## src/rtl/ofdm_rx_pkg.sv

```systemverilog
// ---------------------------------------------------------------------------
// ofdm_rx_pkg
// Types shared by the OFDM RX byte packer and its output FIFO.
//   dibit_t        : one demodulated QPSK dibit, first bit in bit 0
//   fifo_word_t    : one FIFO entry, start-of-symbol flag plus data byte
//   packer_state_t : packer FSM states
// ---------------------------------------------------------------------------
package ofdm_rx_pkg;

    typedef logic [1:0] dibit_t;

    typedef struct packed {
        logic       sof;
        logic [7:0] data;
    } fifo_word_t;

    typedef enum logic {
        IDLE    = 1'b0,
        COLLECT = 1'b1
    } packer_state_t;

endpackage : ofdm_rx_pkg

```

## src/rtl/ofdm_rx_byte_fifo.sv

```systemverilog
// ---------------------------------------------------------------------------
// ofdm_rx_byte_fifo
// Synchronous first-word-fall-through FIFO of fifo_word_t entries.
// The head entry is visible on head_word whenever empty is low.
// A push while full is accepted only if a pop happens in the same cycle;
// otherwise the pushed word is ignored (the caller flags the drop).
//
// Ports
//   clk       in   clock
//   clear     in   synchronous clear of pointers and occupancy
//   push      in   write push_word this cycle
//   push_word in   word to write
//   pop       in   remove head this cycle (ignored while empty)
//   head_word out  current head entry
//   full      out  occupancy == depth_g
//   empty     out  occupancy == 0
// ---------------------------------------------------------------------------
module ofdm_rx_byte_fifo
    import ofdm_rx_pkg::*;
#(
    parameter int depth_g = 16
) (
    input  logic       clk,
    input  logic       clear,
    input  logic       push,
    input  fifo_word_t push_word,
    input  logic       pop,
    output fifo_word_t head_word,
    output logic       full,
    output logic       empty
);

    localparam int AW = $clog2(depth_g);

    fifo_word_t      mem [depth_g];
    logic [AW-1:0]   wr_ptr_reg;
    logic [AW-1:0]   rd_ptr_reg;
    logic [AW:0]     count_reg;
    logic            wr_en;
    logic            rd_en;

    assign full  = (count_reg == (AW+1)'(depth_g));
    assign empty = (count_reg == '0);

    // A full FIFO can still take a word when the head leaves in the same cycle.
    assign rd_en = pop && !empty;
    assign wr_en = push && (!full || rd_en);

    always_ff @(posedge clk) begin
        if (wr_en) begin
            mem[wr_ptr_reg] <= push_word;
        end
    end

    always_ff @(posedge clk) begin
        if (clear) begin
            wr_ptr_reg <= '0;
            rd_ptr_reg <= '0;
            count_reg  <= '0;
        end else begin
            if (wr_en) begin
                wr_ptr_reg <= wr_ptr_reg + AW'(1);
            end
            if (rd_en) begin
                rd_ptr_reg <= rd_ptr_reg + AW'(1);
            end
            count_reg <= count_reg + (AW+1)'(wr_en) - (AW+1)'(rd_en);
        end
    end

    assign head_word = mem[rd_ptr_reg];

endmodule : ofdm_rx_byte_fifo

```

## src/rtl/ofdm_rx_byte_packer.sv

```systemverilog
// ---------------------------------------------------------------------------
// ofdm_rx_byte_packer
// Packs the demodulated QPSK dibit stream into bytes, tracks symbol
// boundaries, flags truncated symbols and buffers bytes in a FWFT FIFO
// behind a valid/ready interface.
//
// Optional build macro: OFDM_RX_PACKER_STATS_EN adds symbol_count and
// error_count (16-bit, saturating).
//
// Ports
//   sys_clk           in   system clock
//   sys_rstn          in   synchronous active-low reset
//   sys_init          in   synchronous clear, same effect as reset
//   rx_rcv_data       in   dibit, first bit in bit 0
//   rx_rcv_data_valid in   dibit strobe
//   rx_rcv_data_start in   first dibit of a symbol (qualified by valid)
//   byte_data         out  FIFO head byte
//   byte_sof          out  head byte is byte 0 of a symbol
//   byte_valid        out  FIFO not empty
//   byte_ready        in   consumer pops head when valid && ready
//   symbol_count      out  completed symbols (stats build only)
//   error_count       out  short symbols + dropped bytes (stats build only)
//   overflow          out  sticky, a byte was dropped on a full FIFO
//   short_symbol      out  one-cycle pulse, start arrived mid-symbol
// ---------------------------------------------------------------------------
module ofdm_rx_byte_packer
    import ofdm_rx_pkg::*;
#(
    parameter int dibits_per_symbol_g = 128,
    parameter int fifo_depth_g        = 16
) (
    input  logic        sys_clk,
    input  logic        sys_rstn,
    input  logic        sys_init,
    input  logic [1:0]  rx_rcv_data,
    input  logic        rx_rcv_data_valid,
    input  logic        rx_rcv_data_start,
    output logic [7:0]  byte_data,
    output logic        byte_sof,
    output logic        byte_valid,
    input  logic        byte_ready,
`ifdef OFDM_RX_PACKER_STATS_EN
    output logic [15:0] symbol_count,
    output logic [15:0] error_count,
`endif
    output logic        overflow,
    output logic        short_symbol
);

    localparam int CNT_W         = $clog2(dibits_per_symbol_g) + 1;
    localparam int BYTES_PER_SYM = dibits_per_symbol_g / 4;
    localparam int BCNT_W        = (BYTES_PER_SYM > 1) ? $clog2(BYTES_PER_SYM) : 1;
    localparam logic [CNT_W-1:0]  LAST_DIBIT = CNT_W'(dibits_per_symbol_g - 1);
    localparam logic [BCNT_W-1:0] LAST_BYTE  = BCNT_W'(BYTES_PER_SYM - 1);

    packer_state_t     state_reg, state_next;
    logic [CNT_W-1:0]  dcnt_reg, dcnt_next;
    logic [BCNT_W-1:0] bcnt_reg, bcnt_next;
    logic [5:0]        pack_reg, pack_next;     // dibits 0..2 of the byte in progress
    logic              push_reg, push_next;
    fifo_word_t        push_word_reg, push_word_next;
    logic              short_reg, short_next;
    logic              overflow_reg;

    logic              clear;
    logic              pop;
    logic              fifo_full;
    logic              fifo_empty;
    logic              fifo_drop;
    fifo_word_t        head_word;
    dibit_t            din;

    assign clear = !sys_rstn || sys_init;
    assign din   = rx_rcv_data;

    // ---------------------------------------------------------------------
    // Packer FSM: next-state and datapath
    // ---------------------------------------------------------------------
    always_comb begin
        state_next     = state_reg;
        dcnt_next      = dcnt_reg;
        bcnt_next      = bcnt_reg;
        pack_next      = pack_reg;
        push_next      = 1'b0;
        push_word_next = push_word_reg;
        short_next     = 1'b0;

        case (state_reg)
            IDLE: begin
                if (rx_rcv_data_valid && rx_rcv_data_start) begin
                    state_next = COLLECT;
                    dcnt_next  = CNT_W'(1);
                    bcnt_next  = '0;
                    pack_next  = {4'b0000, din};
                end
            end

            COLLECT: begin
                if (rx_rcv_data_valid) begin
                    if (rx_rcv_data_start) begin
                        // Truncated symbol: drop the partial byte and restart
                        // with this dibit as dibit 0 of a new symbol.
                        short_next = 1'b1;
                        dcnt_next  = CNT_W'(1);
                        bcnt_next  = '0;
                        pack_next  = {4'b0000, din};
                    end else begin
                        dcnt_next = dcnt_reg + CNT_W'(1);
                        case (dcnt_reg[1:0])
                            2'd0: pack_next[1:0] = din;
                            2'd1: pack_next[3:2] = din;
                            2'd2: pack_next[5:4] = din;
                            default: begin
                                // 4th dibit completes the byte straight from
                                // the input, so it never sits in pack_reg.
                                push_next           = 1'b1;
                                push_word_next.sof  = (bcnt_reg == '0);
                                push_word_next.data = {din, pack_reg};
                                bcnt_next = (bcnt_reg == LAST_BYTE) ? '0
                                                                    : bcnt_reg + BCNT_W'(1);
                            end
                        endcase
                        // N is a multiple of 4, so the last dibit always
                        // lands in the push branch above.
                        if (dcnt_reg == LAST_DIBIT) begin
                            state_next = IDLE;
                            dcnt_next  = '0;
                        end
                    end
                end
            end

            default: state_next = IDLE;
        endcase
    end

    always_ff @(posedge sys_clk) begin
        if (clear) begin
            state_reg     <= IDLE;
            dcnt_reg      <= '0;
            bcnt_reg      <= '0;
            pack_reg      <= '0;
            push_reg      <= 1'b0;
            push_word_reg <= '0;
            short_reg     <= 1'b0;
            overflow_reg  <= 1'b0;
        end else begin
            state_reg     <= state_next;
            dcnt_reg      <= dcnt_next;
            bcnt_reg      <= bcnt_next;
            pack_reg      <= pack_next;
            push_reg      <= push_next;
            push_word_reg <= push_word_next;
            short_reg     <= short_next;
            overflow_reg  <= overflow_reg | fifo_drop;
        end
    end

    // ---------------------------------------------------------------------
    // Output FIFO
    // ---------------------------------------------------------------------
    assign pop       = byte_ready && !fifo_empty;
    assign fifo_drop = push_reg && fifo_full && !pop;

    ofdm_rx_byte_fifo #(
        .depth_g (fifo_depth_g)
    ) u_fifo (
        .clk       (sys_clk),
        .clear     (clear),
        .push      (push_reg),
        .push_word (push_word_reg),
        .pop       (pop),
        .head_word (head_word),
        .full      (fifo_full),
        .empty     (fifo_empty)
    );

    // Head is masked while empty so the outputs read 0 out of reset even
    // though the storage array itself is never cleared.
    assign byte_valid   = !fifo_empty;
    assign byte_data    = fifo_empty ? 8'h00 : head_word.data;
    assign byte_sof     = !fifo_empty && head_word.sof;
    assign overflow     = overflow_reg;
    assign short_symbol = short_reg;

`ifdef OFDM_RX_PACKER_STATS_EN
    // ---------------------------------------------------------------------
    // Statistics counters (saturating)
    // ---------------------------------------------------------------------
    logic [15:0] sym_cnt_reg;
    logic [15:0] err_cnt_reg;
    logic        sym_done;
    logic [1:0]  err_inc;
    logic [16:0] err_sum;

    assign sym_done = (state_reg == COLLECT) && rx_rcv_data_valid &&
                      !rx_rcv_data_start && (dcnt_reg == LAST_DIBIT);
    // A short symbol and a dropped byte can land on the same edge.
    assign err_inc  = {1'b0, short_next} + {1'b0, fifo_drop};
    assign err_sum  = {1'b0, err_cnt_reg} + {15'b0, err_inc};

    always_ff @(posedge sys_clk) begin
        if (clear) begin
            sym_cnt_reg <= '0;
            err_cnt_reg <= '0;
        end else begin
            if (sym_done && (sym_cnt_reg != 16'hFFFF)) begin
                sym_cnt_reg <= sym_cnt_reg + 16'd1;
            end
            err_cnt_reg <= err_sum[16] ? 16'hFFFF : err_sum[15:0];
        end
    end

    assign symbol_count = sym_cnt_reg;
    assign error_count  = err_cnt_reg;
`endif

endmodule : ofdm_rx_byte_packer

```

## config.mk

```make
export PLATFORM = sky130hd
export DESIGN_NAME = ofdm_rx_byte_packer
export DESIGN_NICKNAME = d
export VERILOG_FILES = /design/src/rtl/ofdm_rx_pkg.sv /design/src/rtl/ofdm_rx_byte_fifo.sv /design/src/rtl/ofdm_rx_byte_packer.sv
export SDC_FILE = /design/constraint.sdc
export NUM_CORES = 1
export LEC_CHECK = 0
export ABC_CLOCK_PERIOD_IN_PS = 2500
export CELL_PAD_IN_SITES_DETAIL_PLACEMENT = 1
export CELL_PAD_IN_SITES_GLOBAL_PLACEMENT = 1
export CORE_MARGIN = 2
export CORE_UTILIZATION = 40
export DETAILED_ROUTE_END_ITERATION = 7
export PLACE_DENSITY = 0.66
export SLEW_MARGIN = 20
export SYNTH_ARGS = -nofsm -noshare
export SYNTH_HDL_FRONTEND = slang
export SYNTH_SLANG_ARGS = --single-unit
```

## constraint.sdc

```tcl
create_clock -name sys_clk -period 2.5 [get_ports sys_clk]
set_clock_uncertainty 0.2 [all_clocks]
set_input_delay 0.75 -clock sys_clk [delete_from_list [all_inputs] [get_ports sys_clk]]
set_output_delay 0.75 -clock sys_clk [all_outputs]
set_load 0.02 [all_outputs]
```

==> summary.md <==
| Metric | Value |
|---|---|
| Status | `complete, but fails checks` |
| Violated checks | `setup timing` |
| Post-synth top area share | `0.546` |
| Post-synth top area cell | `edfxtp_1` |
| Final HPWL DP | `11,600 µm` |
| Crit-path cells | `buf_12 -> mux4_1 -> mux2_4 -> o21ai_4 -> a21oi_4 -> buf_4` |
| Net Sw Power | `2.06 mW` |
| Yosys warns | `0` |
| Final WS setup | `-0.615 ns` |
| CTS tree | `done` |
| Setup CP Type | `reg -> out` |
| Syn Std Cell Area | `0.00792 mm²` |
| Hold Slack | `0.253 ns` |
| Slew Viols, Final | `0` |
| Synth Flop Type | `edfxtp_1` |
| Worst min path class | `reg -> reg` |
| Tightest Pin Transition | `0.872 ns` |
| Core Util, Final | `0.501` |
| Final period utilization | `1.25` |
| Yosys cell types | `46` |
| Unrepaired setup endpoints after global routing | `yes` |
| Vias | `4,599` |
| Vias per std cell | `5.26` |
| Mean Syn Cell Area | `15.3 µm²` |
| Initial Utilization | `0.407` |
| Register area share after synthesis | `0.670` |
| Nets | `622` |
| Final hold viol count | `0` |
| Synth-to-Final Area Change | `23.0%` |
| Filler cells | `1,905` |
| Crit path max fanout | `6` |
| MaxCap Viol Count | `0` |
| Vias in the first global route | `5,012` |
| Worst-case clock buffer depth | `2` |
| Buf/Inv on CP | `2` |
| Die X | `145 µm` |
| H-tree depth | `4` |
| Die Footprint | `0.0209 mm²` |
| Crit path largest cell delay | `0.54 ns` |
| Clock latency on the worst-skew pair | `0.43 ns` |
| DRC violations left | `0` |
| Synth Register Bits | `193` |
| Comb power frac | `0.206` |
| Max Fclk | `0.321 GHz` |
| First DRT Iteration DRCs | `320` |
| Most frequent cell after synthesis | `edfxtp_1` |
| Layout cell share with drive strength beyond 1 | `0.310` |
| PortBufs | `19` |
| Worst Path Required | `1.55 ns` |
| Slowest CP cell | `mux4_1` |
| Placer Congestion | `0.758` |
| Synth area leaders | `edfxtp_1 (55%), dfxtp_1 (12%), mux4_2 (7.4%), mux4_1 (3.3%), ha_1 (2.7%)` |
| Setup-failing EPs final | `13` |
| Pwr/cell area | `810 mW/mm²` |
| Seq pwr share | `0.439` |
| Reg clk slew, reported paths | `0.07 ns` |
| Die H | `145 µm` |
| DRT Wirelength | `18,600 µm` |
| Total CTS buffers | `17` |
| CORE AREA | `0.0195 mm²` |
| Syn Inst Count | `517` |
| Max reg flops | `144` |
| Syn nets | `543` |
| LEAKAGE | `3.10 nW` |
| Gr ovfl total | `0` |
| CP delay by family, top | `multiplexers` |
| P_int | `5.84 mW` |
| DP Worst Slack | `-0.613 ns` |
| Switching share of power | `0.261` |
| Crit path time final | `3.11 ns` |
| Largest net degree at the start of global routing | `35` |
| Routed Antenna Nets | `0` |
| Average routed wire per standard cell | `21.3 µm` |
| First-pass GRT wire length | `29,000 µm` |
| CP endpoint kind | `primary output` |
| Worst VDD drop | `0.000533 V` |
| Startpoint Class | `flop` |
| Initial antenna violation count | `0` |
| Multi-input logic area | `0.00263 mm²` |
| Hold Buf Count CTS | `0` |
| Io pins | `20` |
| Root buf cell | `clkbuf_16` |
| Max-slew headroom | `0.418` |
| Total Routing Usage GR | `0.192` |
| EDFF count, synth | `144` |
| Critical path arrival | `2.16 ns` |
| Clk pwr share | `0.355` |
| CTS Sinks | `193` |
| TritonRoute pass-1 iters | `4` |
| Register Area | `0.00531 mm²` |
| Num rows | `51` |
| Most common library cells after synthesis | `edfxtp_1 (144), dfxtp_1 (49), nor2_1 (46)` |
| Synth async-reset ratio | `0` |
==> cell type report <==
class | count | share of cell area
Clock buffer | 18 | 0.0440
Inverter | 15 | 0.00578
Multi-Input combinational cell | 285 | 0.270
Sequential cell | 193 | 0.545
Antenna cell | 1 | 0.000257
Clock inverter | 14 | 0.0182
Timing Repair Buffer | 84 | 0.0822
Tap cell | 265 | 0.0340
==> metal layers <==
layer  part of all wire  up-vias  GRT usage
met5                  0        -          0
met4              0.021        0     0.0782
met3              0.032       20     0.0270
met2               0.49       95      0.314
met1               0.46     2380      0.261
li1                   -     2104          -
==> stage by stage <==
step | area, µm² | cells | power, mW | setup TNS [ns]
6_report | 9740 | 875 | 7.89 | -5.97
5_1_grt | 9740 | 874 | 8.16 | -6.83
4_1_cts | 9720 | 875 | 7.97 | -6.54
3_5_place_dp | 8860 | 832 | 4.72 | -43.17
3_3_place_gp | 8860 | 832 | 4.67 | -33.83
2_1_floorplan | 8050 | 517 | 4.28 | -0.0741
==> cells in the final DEF (no fill, tap or decap), types with 3 or more instances in the layout <==
cell type,count
clkinvlp_4,3
buf_6,14
nand2b_1,7
and3_1,4
nand2_1,37
o21ai_4,3
nor3_1,7
xor2_1,7
a21oi_4,4
edfxtp_1,144
o21ai_0,5
a21oi_2,7
mux2_2,3
inv_6,5
dfxtp_2,3
nand3_1,8
ha_1,14
mux2_4,6
buf_12,5
a21oi_1,25
dfxtp_1,45
buf_2,3
mux4_2,31
clkdlybuf4s50_1,8
nor2_1,45
mux4_1,5
inv_1,11
clkbuf_16,18
o21ai_2,4
o21ai_1,5
buf_4,51
bufinv_16,3
mux2i_1,14
xnor2_1,6
inv_2,4
==> power by group through the flow <==
stage	Combinational (mW)	Clock (mW)	Sequential, mW
after floorplan	0.767	0	3.51
final	1.62	2.81	3.47
after global routing	1.73	2.96	3.47
after detailed placement	1.20	0	3.52
after global placement	1.16	0	3.51
after CTS	1.66	2.84	3.46
==> worst min-delay path, delay by kind of cell (launching register included) <==
kind | cells | cell delay, ns
simple gates | 1 | 0.05
compound gates | 1 | 0.05
flops | 1 | 0.31
==> path summary, 6_finish.rpt <==
check	start	end	slack (ns)	depth (start not counted)
max	flop	byte_data[3]	-0.61	6
min	pack_reg[0]	push_word_reg[0]	0.25	2
min reg2reg	pack_reg[0]	push_word_reg[0]	0.25	2
max reg2reg	u_fifo.count_reg[2]	u_fifo.count_reg[4]	-0.19	12
==> cell families after synthesis <==
kind of cell,share of synthesized area
DFF,0.670
and+or+nand+nor,0.0758
AOI/OAI and AO/OA,0.0423
muxes,0.138
buffers and inverters,0.0286
adders and majority gates,0.0294
xor gates and xnor gates,0.0166
==> timing repair <==
action | in CTS | in global routing
pin swaps | 18 | 9
endpoints found under the setup margin | 14 | 123
setup buffers | 9 | 2
endpoints found under the hold margin | 0 | 0
cloned | 2 | 1
resized for setup | 88 | 9
Power figures use the tool's default switching activity.
